**src/rtl/seg7_pkg.sv**
```systemverilog
// rtl/seg7_pkg.sv - shared types and helpers for the 7-segment scan controller
package seg7_pkg;

    typedef enum logic {
        SHOW = 1'b0,
        DEAD = 1'b1
    } state_e;

    localparam logic [3:0] BCD_BLANK = 4'hF;

    // Bit idx set in a 32-bit word; callers narrow it to their digit count.
    function automatic logic [31:0] onehot(input int unsigned idx, input int unsigned n);
        logic [31:0] v;
        v = '0;
        if ((idx < n) && (idx < 32)) begin
            v = 32'd1 << idx;
        end
        return v;
    endfunction

endpackage

```
**src/rtl/seg7_lz_mask.sv**
```systemverilog
// rtl/seg7_lz_mask.sv - leading-zero suppress mask, scanned from the most significant digit down
module seg7_lz_mask
    import seg7_pkg::*;
#(
    parameter int NUM_DIGITS = 4
) (
    input  logic [4*NUM_DIGITS-1:0] digits,
    output logic [NUM_DIGITS-1:0]   mask
);

    logic zero_run;

    // Digit 0 is left out of the scan so a zero value still shows "0".
    always_comb begin
        zero_run = 1'b1;
        mask     = '0;
        for (int i = NUM_DIGITS - 1; i >= 1; i--) begin
            zero_run = zero_run && (digits[4*i +: 4] == 4'd0);
            mask[i]  = zero_run;
        end
    end

endmodule

```
**src/rtl/seg7_scan_ctrl.sv**
```systemverilog
// rtl/seg7_scan_ctrl.sv - multiplexed 7-segment digit scanner with frame-synchronous value loading
module seg7_scan_ctrl
    import seg7_pkg::*;
#(
    parameter int NUM_DIGITS   = 4,
    parameter int REFRESH_DIV  = 1000,
    parameter int BLANK_CYCLES = 2
) (
    input  logic                    clk,
    input  logic                    reset,
    input  logic                    load_valid,
    output logic                    load_ready,
    input  logic [4*NUM_DIGITS-1:0] load_value,
    input  logic                    lz_suppress,
    output logic [3:0]              bcd_out,
    output logic [NUM_DIGITS-1:0]   digit_sel,
    output logic                    blank,
    output logic                    frame_tick
);

    localparam int MAX_CNT = (REFRESH_DIV > BLANK_CYCLES) ? REFRESH_DIV : BLANK_CYCLES;
    localparam int TW      = (MAX_CNT > 1) ? $clog2(MAX_CNT) : 1;
    localparam int IW      = $clog2(NUM_DIGITS);

    localparam logic [IW-1:0] LAST_IDX  = IW'(NUM_DIGITS - 1);
    localparam logic [TW-1:0] SHOW_LAST = TW'(REFRESH_DIV - 1);
    localparam logic [TW-1:0] DEAD_LAST = TW'(BLANK_CYCLES - 1);

    state_e                  state_q, state_d;
    logic [IW-1:0]           idx_q, idx_d;
    logic [TW-1:0]           timer_q, timer_d;
    logic                    run_q, run_d;
    logic [4*NUM_DIGITS-1:0] disp_q, disp_d;
    logic                    lz_q, lz_d;
    logic [4*NUM_DIGITS-1:0] pend_q, pend_d;
    logic                    pend_lz_q, pend_lz_d;
    logic                    pend_vld_q, pend_vld_d;

    logic                    show_done;
    logic                    dead_done;
    logic                    frame_end;
    logic                    xfer;
    logic [NUM_DIGITS-1:0]   lz_mask;

    seg7_lz_mask #(
        .NUM_DIGITS(NUM_DIGITS)
    ) u_lz_mask (
        .digits(disp_q),
        .mask  (lz_mask)
    );

    assign show_done = (state_q == SHOW) && (timer_q == SHOW_LAST);
    assign dead_done = (state_q == DEAD) && (timer_q == DEAD_LAST);
    // run_q holds the scan for the single cycle the reset state is visible,
    // so cycle 1 after release is the first counted DEAD cycle.
    assign frame_end = run_q && dead_done && (idx_q == LAST_IDX);
    assign xfer      = load_valid && !pend_vld_q;

    always_comb begin
        state_d    = state_q;
        idx_d      = idx_q;
        timer_d    = timer_q;
        run_d      = 1'b1;
        disp_d     = disp_q;
        lz_d       = lz_q;
        pend_d     = pend_q;
        pend_lz_d  = pend_lz_q;
        pend_vld_d = pend_vld_q;

        if (run_q) begin
            if (show_done) begin
                state_d = DEAD;
                timer_d = '0;
            end else if (dead_done) begin
                state_d = SHOW;
                timer_d = '0;
                idx_d   = (idx_q == LAST_IDX) ? '0 : idx_q + 1'b1;
            end else begin
                timer_d = timer_q + 1'b1;
            end
        end

        // Only a value pending before the boundary cycle is applied; one
        // captured on the boundary itself waits a whole frame.
        if (frame_end && pend_vld_q) begin
            disp_d     = pend_q;
            lz_d       = pend_lz_q;
            pend_vld_d = 1'b0;
        end

        if (xfer) begin
            pend_d     = load_value;
            pend_lz_d  = lz_suppress;
            pend_vld_d = 1'b1;
        end
    end

    always_ff @(posedge clk or posedge reset) begin
        if (reset) begin
            state_q    <= DEAD;
            idx_q      <= LAST_IDX;
            timer_q    <= '0;
            run_q      <= 1'b0;
            disp_q     <= '0;
            lz_q       <= 1'b0;
            pend_q     <= '0;
            pend_lz_q  <= 1'b0;
            pend_vld_q <= 1'b0;
        end else begin
            state_q    <= state_d;
            idx_q      <= idx_d;
            timer_q    <= timer_d;
            run_q      <= run_d;
            disp_q     <= disp_d;
            lz_q       <= lz_d;
            pend_q     <= pend_d;
            pend_lz_q  <= pend_lz_d;
            pend_vld_q <= pend_vld_d;
        end
    end

    always_comb begin
        digit_sel = '0;
        bcd_out   = BCD_BLANK;
        if (state_q == SHOW) begin
            digit_sel = NUM_DIGITS'(onehot(32'(idx_q), NUM_DIGITS));
            if (!(lz_q && lz_mask[idx_q])) begin
                bcd_out = disp_q[4*idx_q +: 4];
            end
        end
    end

    assign blank      = (state_q != SHOW);
    assign frame_tick = frame_end;
    assign load_ready = !pend_vld_q;

endmodule

```
**config.mk**
```make
export PLATFORM = sky130hd
export DESIGN_NAME = seg7_scan_ctrl
export DESIGN_NICKNAME = d
export VERILOG_FILES = /design/src/rtl/seg7_pkg.sv /design/src/rtl/seg7_lz_mask.sv /design/src/rtl/seg7_scan_ctrl.sv
export SDC_FILE = /design/constraint.sdc
export NUM_CORES = 1
export LEC_CHECK = 0
export ABC_CLOCK_PERIOD_IN_PS = 4700
export CAP_MARGIN = 10
export CORE_ASPECT_RATIO = 1.75
export CORE_MARGIN = 8
export CORE_UTILIZATION = 52
export CTS_CLUSTER_DIAMETER = 200
export DETAILED_ROUTE_END_ITERATION = 8
export PLACE_DENSITY = 0.82
export SKIP_CTS_REPAIR_TIMING = 1
export SLEW_MARGIN = 20
export SYNTH_ARGS = -nofsm -noshare
export SYNTH_HDL_FRONTEND = slang
export SYNTH_SLANG_ARGS = --single-unit
```
**constraint.sdc**
```tcl
create_clock -name clk -period 4.7 [get_ports clk]
set_input_delay 0.705 -clock clk [delete_from_list [all_inputs] [get_ports clk]]
set_output_delay 0.705 -clock clk [all_outputs]
set_load 0.02 [all_outputs]
```
; Word level (Yosys, flattened, before mapping)
; Cells that the tools add are included.
[totals]
n_memories = 0
mem_bits_rw = 0
mem_bits_ro = 0
latch_bits = 0
wordCells = 48
regBits = 49
output_inout_bits = 11
[op_classes]
n_reduce_logical = 17
multipliers = 0
n_lt_le_gt_ge = 1
shifts = 2
muxes = 12
div_mod_pow = 0
n_bitwise = 2
add_sub_neg = 2
eq_ne = 3
[ops]
columns = cell, n
row1 = $mux W10, 2
row2 = $shiftx A16 B5 Y4, 1
row3 = $logic_not A4 Y1, 3
row4 = $mux W4, 3
row5 = $add A10 B1 Y10 const B, 1
row6 = $eq A10 B1 Y1 const B, 1
row7 = $eq A10 B10 Y1 const B, 1
row8 = $logic_and A1 B1 Y1, 9
row9 = $mux W1, 5
row10 = $reduce_bool A2 Y1, 2
row11 = $shl A1 B2 Y4 const A, 1
row12 = $lt A2 B3 Y1 const B, 1
row13 = $reduce_and A3 Y1, 1
row14 = $add A2 B1 Y2 const B, 1
row15 = $bmux W1 S2, 1
row16 = $eq A2 B2 Y1 const B, 1
row17 = $mux W2, 1
row18 = $not A1 Y1, 2
row19 = $reduce_and A2 Y1, 1
row20 = $logic_not A1 Y1, 1

; Logic depth before layout (Yosys ltp)
[depth]
word_depth = 8
depth_mapped = 7
ltp_nobuf = 6

; Cells and area by module
; A second synthesis with hierarchy kept.
[unflattened]
hier_cells = 176
hier_area_um2 = 2366.0
[modules_own_cells]
columns = module, n_inst, area_each_um2, seq_area_each_um2, cells_each
row1 = seg7_scan_ctrl, 1, 2303.5, 1229.9, 167
row2 = seg7_lz_mask, 1, 62.6, 0.0, 9

; Worst setup path before layout
; Ideal clock, no wire load.
[synth_timing]
path_type = register -> output
from = register idx_q[0]
to = output port bcd_out[0]
arrival_ns = 1.592
path_stages_with_launch = 5
path_buffers = 1
slack_ns = 2.403
required_ns = 3.995
cell_sequence = dfstp_2 clkbuf_1 mux4_2 nor2_1 nand2_1
[synth_between]
elab_chain_len = 5
word_cells_on_any_way = 6
classes_between = shift: 1 / mux: 4 / reduce/logical: 1
[synth_rtl]
columns = element, line
row1 = from (decl), seg7_scan_ctrl.sv:30  ; logic [IW-1:0] idx_q, idx_d;
row2 = from (signal assigned), seg7_scan_ctrl.sv:111  ; idx_q <= idx_d;
row3 = "parallel branches: the longest is 3 deep, another holds $shiftx A16 B5 Y4", --
row4 = $mux W4 *, seg7_scan_ctrl.sv:127  ; if (!(lz_q && lz_mask[idx_q])) begin
row5 = $mux W4 *, seg7_scan_ctrl.sv:125  ; if (state_q == SHOW) begin
row6 = to (decl), seg7_scan_ctrl.sv:15  ; output logic [3:0] bcd_out,
; Mark *: on every way between the ends. The select of a mux whose other input is x is not followed.

; Worst setup path in the final report
[layout_timing]
from = register disp_q[8]
to = output port bcd_out[1]
[layout_between]
elab_chain_len = 8
[layout_rtl]
columns = element, line
row1 = from (decl), seg7_scan_ctrl.sv:33  ; logic [4*NUM_DIGITS-1:0] disp_q, disp_d;
row2 = from (signal assigned), seg7_scan_ctrl.sv:114  ; disp_q <= disp_d;
row3 = $logic_not A4 Y1 *, seg7_lz_mask.sv:18  ; zero_run = zero_run && (digits[4*i +: 4] == 4'd0);
row4 = $logic_and A1 B1 Y1 *, seg7_lz_mask.sv:18
row5 = $logic_and A1 B1 Y1, seg7_lz_mask.sv:18
row6 = $bmux W1 S2 *, seg7_scan_ctrl.sv:127
row7 = $mux W1 (implied by the code) *, seg7_scan_ctrl.sv:127
row8 = $logic_and A1 B1 Y1 *, seg7_scan_ctrl.sv:127
row9 = $mux W4 *, seg7_scan_ctrl.sv:127
row10 = $mux W4 *, seg7_scan_ctrl.sv:125
; Mark *: on every way between the ends. The rest lies on a longest branch, timed or not. The select of a mux whose other input is x is not followed.

==> key figures <==
Global routing
  – Largest net degree at the start of global routing: 50
  – Total congestion overflow: 0
  – Antenna violations before repair: 0
  – Vias in the first global route: 1585
  – GRT Resource Usage Total: 0.127
  – First-pass GRT wire length: 7220 microns

Yosys
  – Syn Nets: 202
  – Mux contribution to synthesized area: 0.222
  – Most frequent cell after synthesis: dfrtp_1
  – Compound-Gate Fraction of Synth Area: 0.0397
  – Library cells used by synthesis: 36
  – Synth Register Bits: 49
  – Mean Syn Cell Area: 13.3 sq um
  – Leading area contributor after synthesis: dfrtp_1
  – Seq/Total Area, Yosys: 0.527
  – Cells after synthesis: 176
  – Post-synth top cells: dfrtp_1, mux2_2, nor2_1, mux2_4, nand2_1
  – Ys async rst share: 1.00
  – Share of the synthesized area in the top cell type: 0.493
  – Largest family of logic cells by synthesized area: multiplexers
  – Simple-gate share of the synthesized area: 0.129
  – Synth Warn #: 0
  – Post-Syn Area: 2330 sq um
  – Xor and xnor area share after synthesis: 0.0225
  – Post-Synth Adder-Cell Area: 0.0322
  – Number of flops mapped to enable cells by yosys: 0
  – Synth top area cells: dfrtp_1, mux2_2, mux2_4
  – Main flop type after synthesis: dfrtp_1

STA
  – Setup ws final: 1.69 ns
  – Final hold slack: 0.507 ns
  – Slew @ Worst Pin: 0.964 ns
  – Setup TNS: 0 ns
  – Slew HR: 0.355
  – Final Hold Viols: 0
  – Tcrit/Tclk final: 0.641
  – Unrepaired setup endpoints after global routing: false
  – # setup viols final: 0
  – Final Max Tran Viols: 0
  – F_max: 332 MHz
  – Worst-case clock skew: 0.00830 ns
  – Crit path time final: 3.01 ns

Setup path
  – Worst EP required: 3.99 ns
  – WP data arrival: 2.31 ns
  – Worst-path fanout max: 4
  – Crit path capture type: primary output
  – Buffer and inverter count on the worst path: 1
  – Crit path cell chain: or4_1, nor3_1, o211ai_1, nand2_1, clkdlybuf4s50_1
  – Crit path largest cell delay: 0.60 ns
  – Critical-path top delay cell: clkdlybuf4s50_1
  – Crit path kind: reg2out
  – Cell family contributing the most delay on the critical path: simple AND/OR/NAND/NOR gates
  – Worst setup SP type: flip-flop

Clocking
  – Root Driver: clkbuf_8
  – Cts bufs inserted: 5
  – Clk_lat worst skew: 0.29 ns
  – Clock slew at reported path FFs: 0.09 ns
  – CTS tree: built
  – CTS Sinks: 49
  – Htree depth: 2
  – Clk buf depth: 2

Placement
  – PortBufs: 30
  – Pre-CTS WS: 2.00 ns
  – RD Place Congestion: 0.795
  – HPWL Detailed: 3150 microns

Job
  – Max-cap violations: 0

Floorplan
  – Rows: 32
  – Top Ports: 31
  – Die Y-Extent: 105 microns
  – Initial core utilization: 0.535
  – Full die area: 6970 sq um
  – CORE AREA: 4360 sq um
  – Die X: 66.7 microns

Min path
  – Hold Crit Class: reg2reg

Power and ir drop
  – Static leakage: 0.00124 uW
  – Maximum vdd drop: 0.267 mV
  – PD cells: 307 nW/um^2

Outcome
  – Status: complete, no violations

Routing
  – Drt drc: 0
  – WL per Instance: 15.9 microns
  – Initial DRC Count: 94
  – Vias per cell: 5.49
  – First drt pass iteration count: 4
  – Overall routed net length: 4140 microns
  – Via count: 1428
  – Routed Antenna Nets: 0

Cells and area
  – Number of fill cells in the layout: 327
  – Nets: 234
  – Share of layout cells above drive strength 1: 0.282
  – Antenna diodes: 0
  – P&R area growth vs syn: 18.6%
registers in the layout, indices dropped and copies added, names as in the netlist:
signal      count
pend_q         16
lz_q            1
run_q           1
pend_vld_q      1
idx_q           2
pend_lz_q       1
disp_q         16
timer_q        10
blank           1
power breakdown:
| part | internal (uW) | switching [uW] | leakage (uW) |
|---|---|---|---|
| clock network | 122 | 139 | 0.0000518 |
| registers | 459 | 45.4 | 0.000631 |
| logic | 47.0 | 37.3 | 0.000561 |
| total | 628 | 222 | 0.00124 |
final cells by class:
| cell class | instances | area, sq um | area share |
|---|---|---|---|
| multi-input cells | 115 | 1040 | 0.377 |
| inverters | 6 | 23.8 | 0.00859 |
| flip-flops and latches | 49 | 1230 | 0.444 |
| well taps | 51 | 63.8 | 0.0230 |
| repair buffers | 31 | 308 | 0.111 |
| clock inverters | 2 | 17.5 | 0.00633 |
| clock buffers | 6 | 82.6 | 0.0298 |
kinds of logic after synthesis:
kind of cell	Yosys count
buf+inv	12
xor+xnor	6
compound gates	14
other cells	1
flops	49
simple gates	49
fa+ha+maj	6
mux	39
metrics by stage:
step	cells	utilization	area, sq um	total power (uW)
after floorplan	176	-	2330	556
after global placement	252	0.611	2670	589
after detailed placement	252	0.611	2670	596
after CTS	260	0.634	2770	857
after global routing	260	0.634	2770	889
final	260	0.634	2770	850
path summary, 6_finish.rpt:
check,startpoint,end,slack [ns],depth (start not counted)
min,pend_q[13],pend_q[13],0.51,1
min reg2reg,pend_q[13],pend_q[13],0.51,1
max,disp_q[8],bcd_out[1],1.69,5
max reg2reg,blank,disp_q[14],2.24,4
max in group asynchronous,reset,disp_q[0],3.34,2
min in group asynchronous,reset,pend_q[2],0.86,2
cells in the final DEF, fill, tap and decap left out, drive strengths merged, types with 2 or more instances in the layout:
master,count
a21oi,6
clkbuf,6
clkdlybuf4s50,30
clkinv,2
dfrtp,46
dfstp,3
ha,6
inv,6
mux2,35
mux4,4
nand2,9
nand2b,3
nand3,3
nand4,4
nor2,11
nor2b,4
nor3,5
nor4,2
o21ai,3
or2,2
or4,2
xnor2,3
xor2,3
metal layers:
layer / GRT usage / wire (microns) / vias to the layer above
met2: 0.226 / 2300 / 29
li1: - / - / 687
met1: 0.141 / 1650 / 707
met5: 0 / 0 / -
met3: 0.0235 / 136 / 5
met4: 0.0461 / 59 / 0
Note: power is estimated with default switching activity, not from simulation.
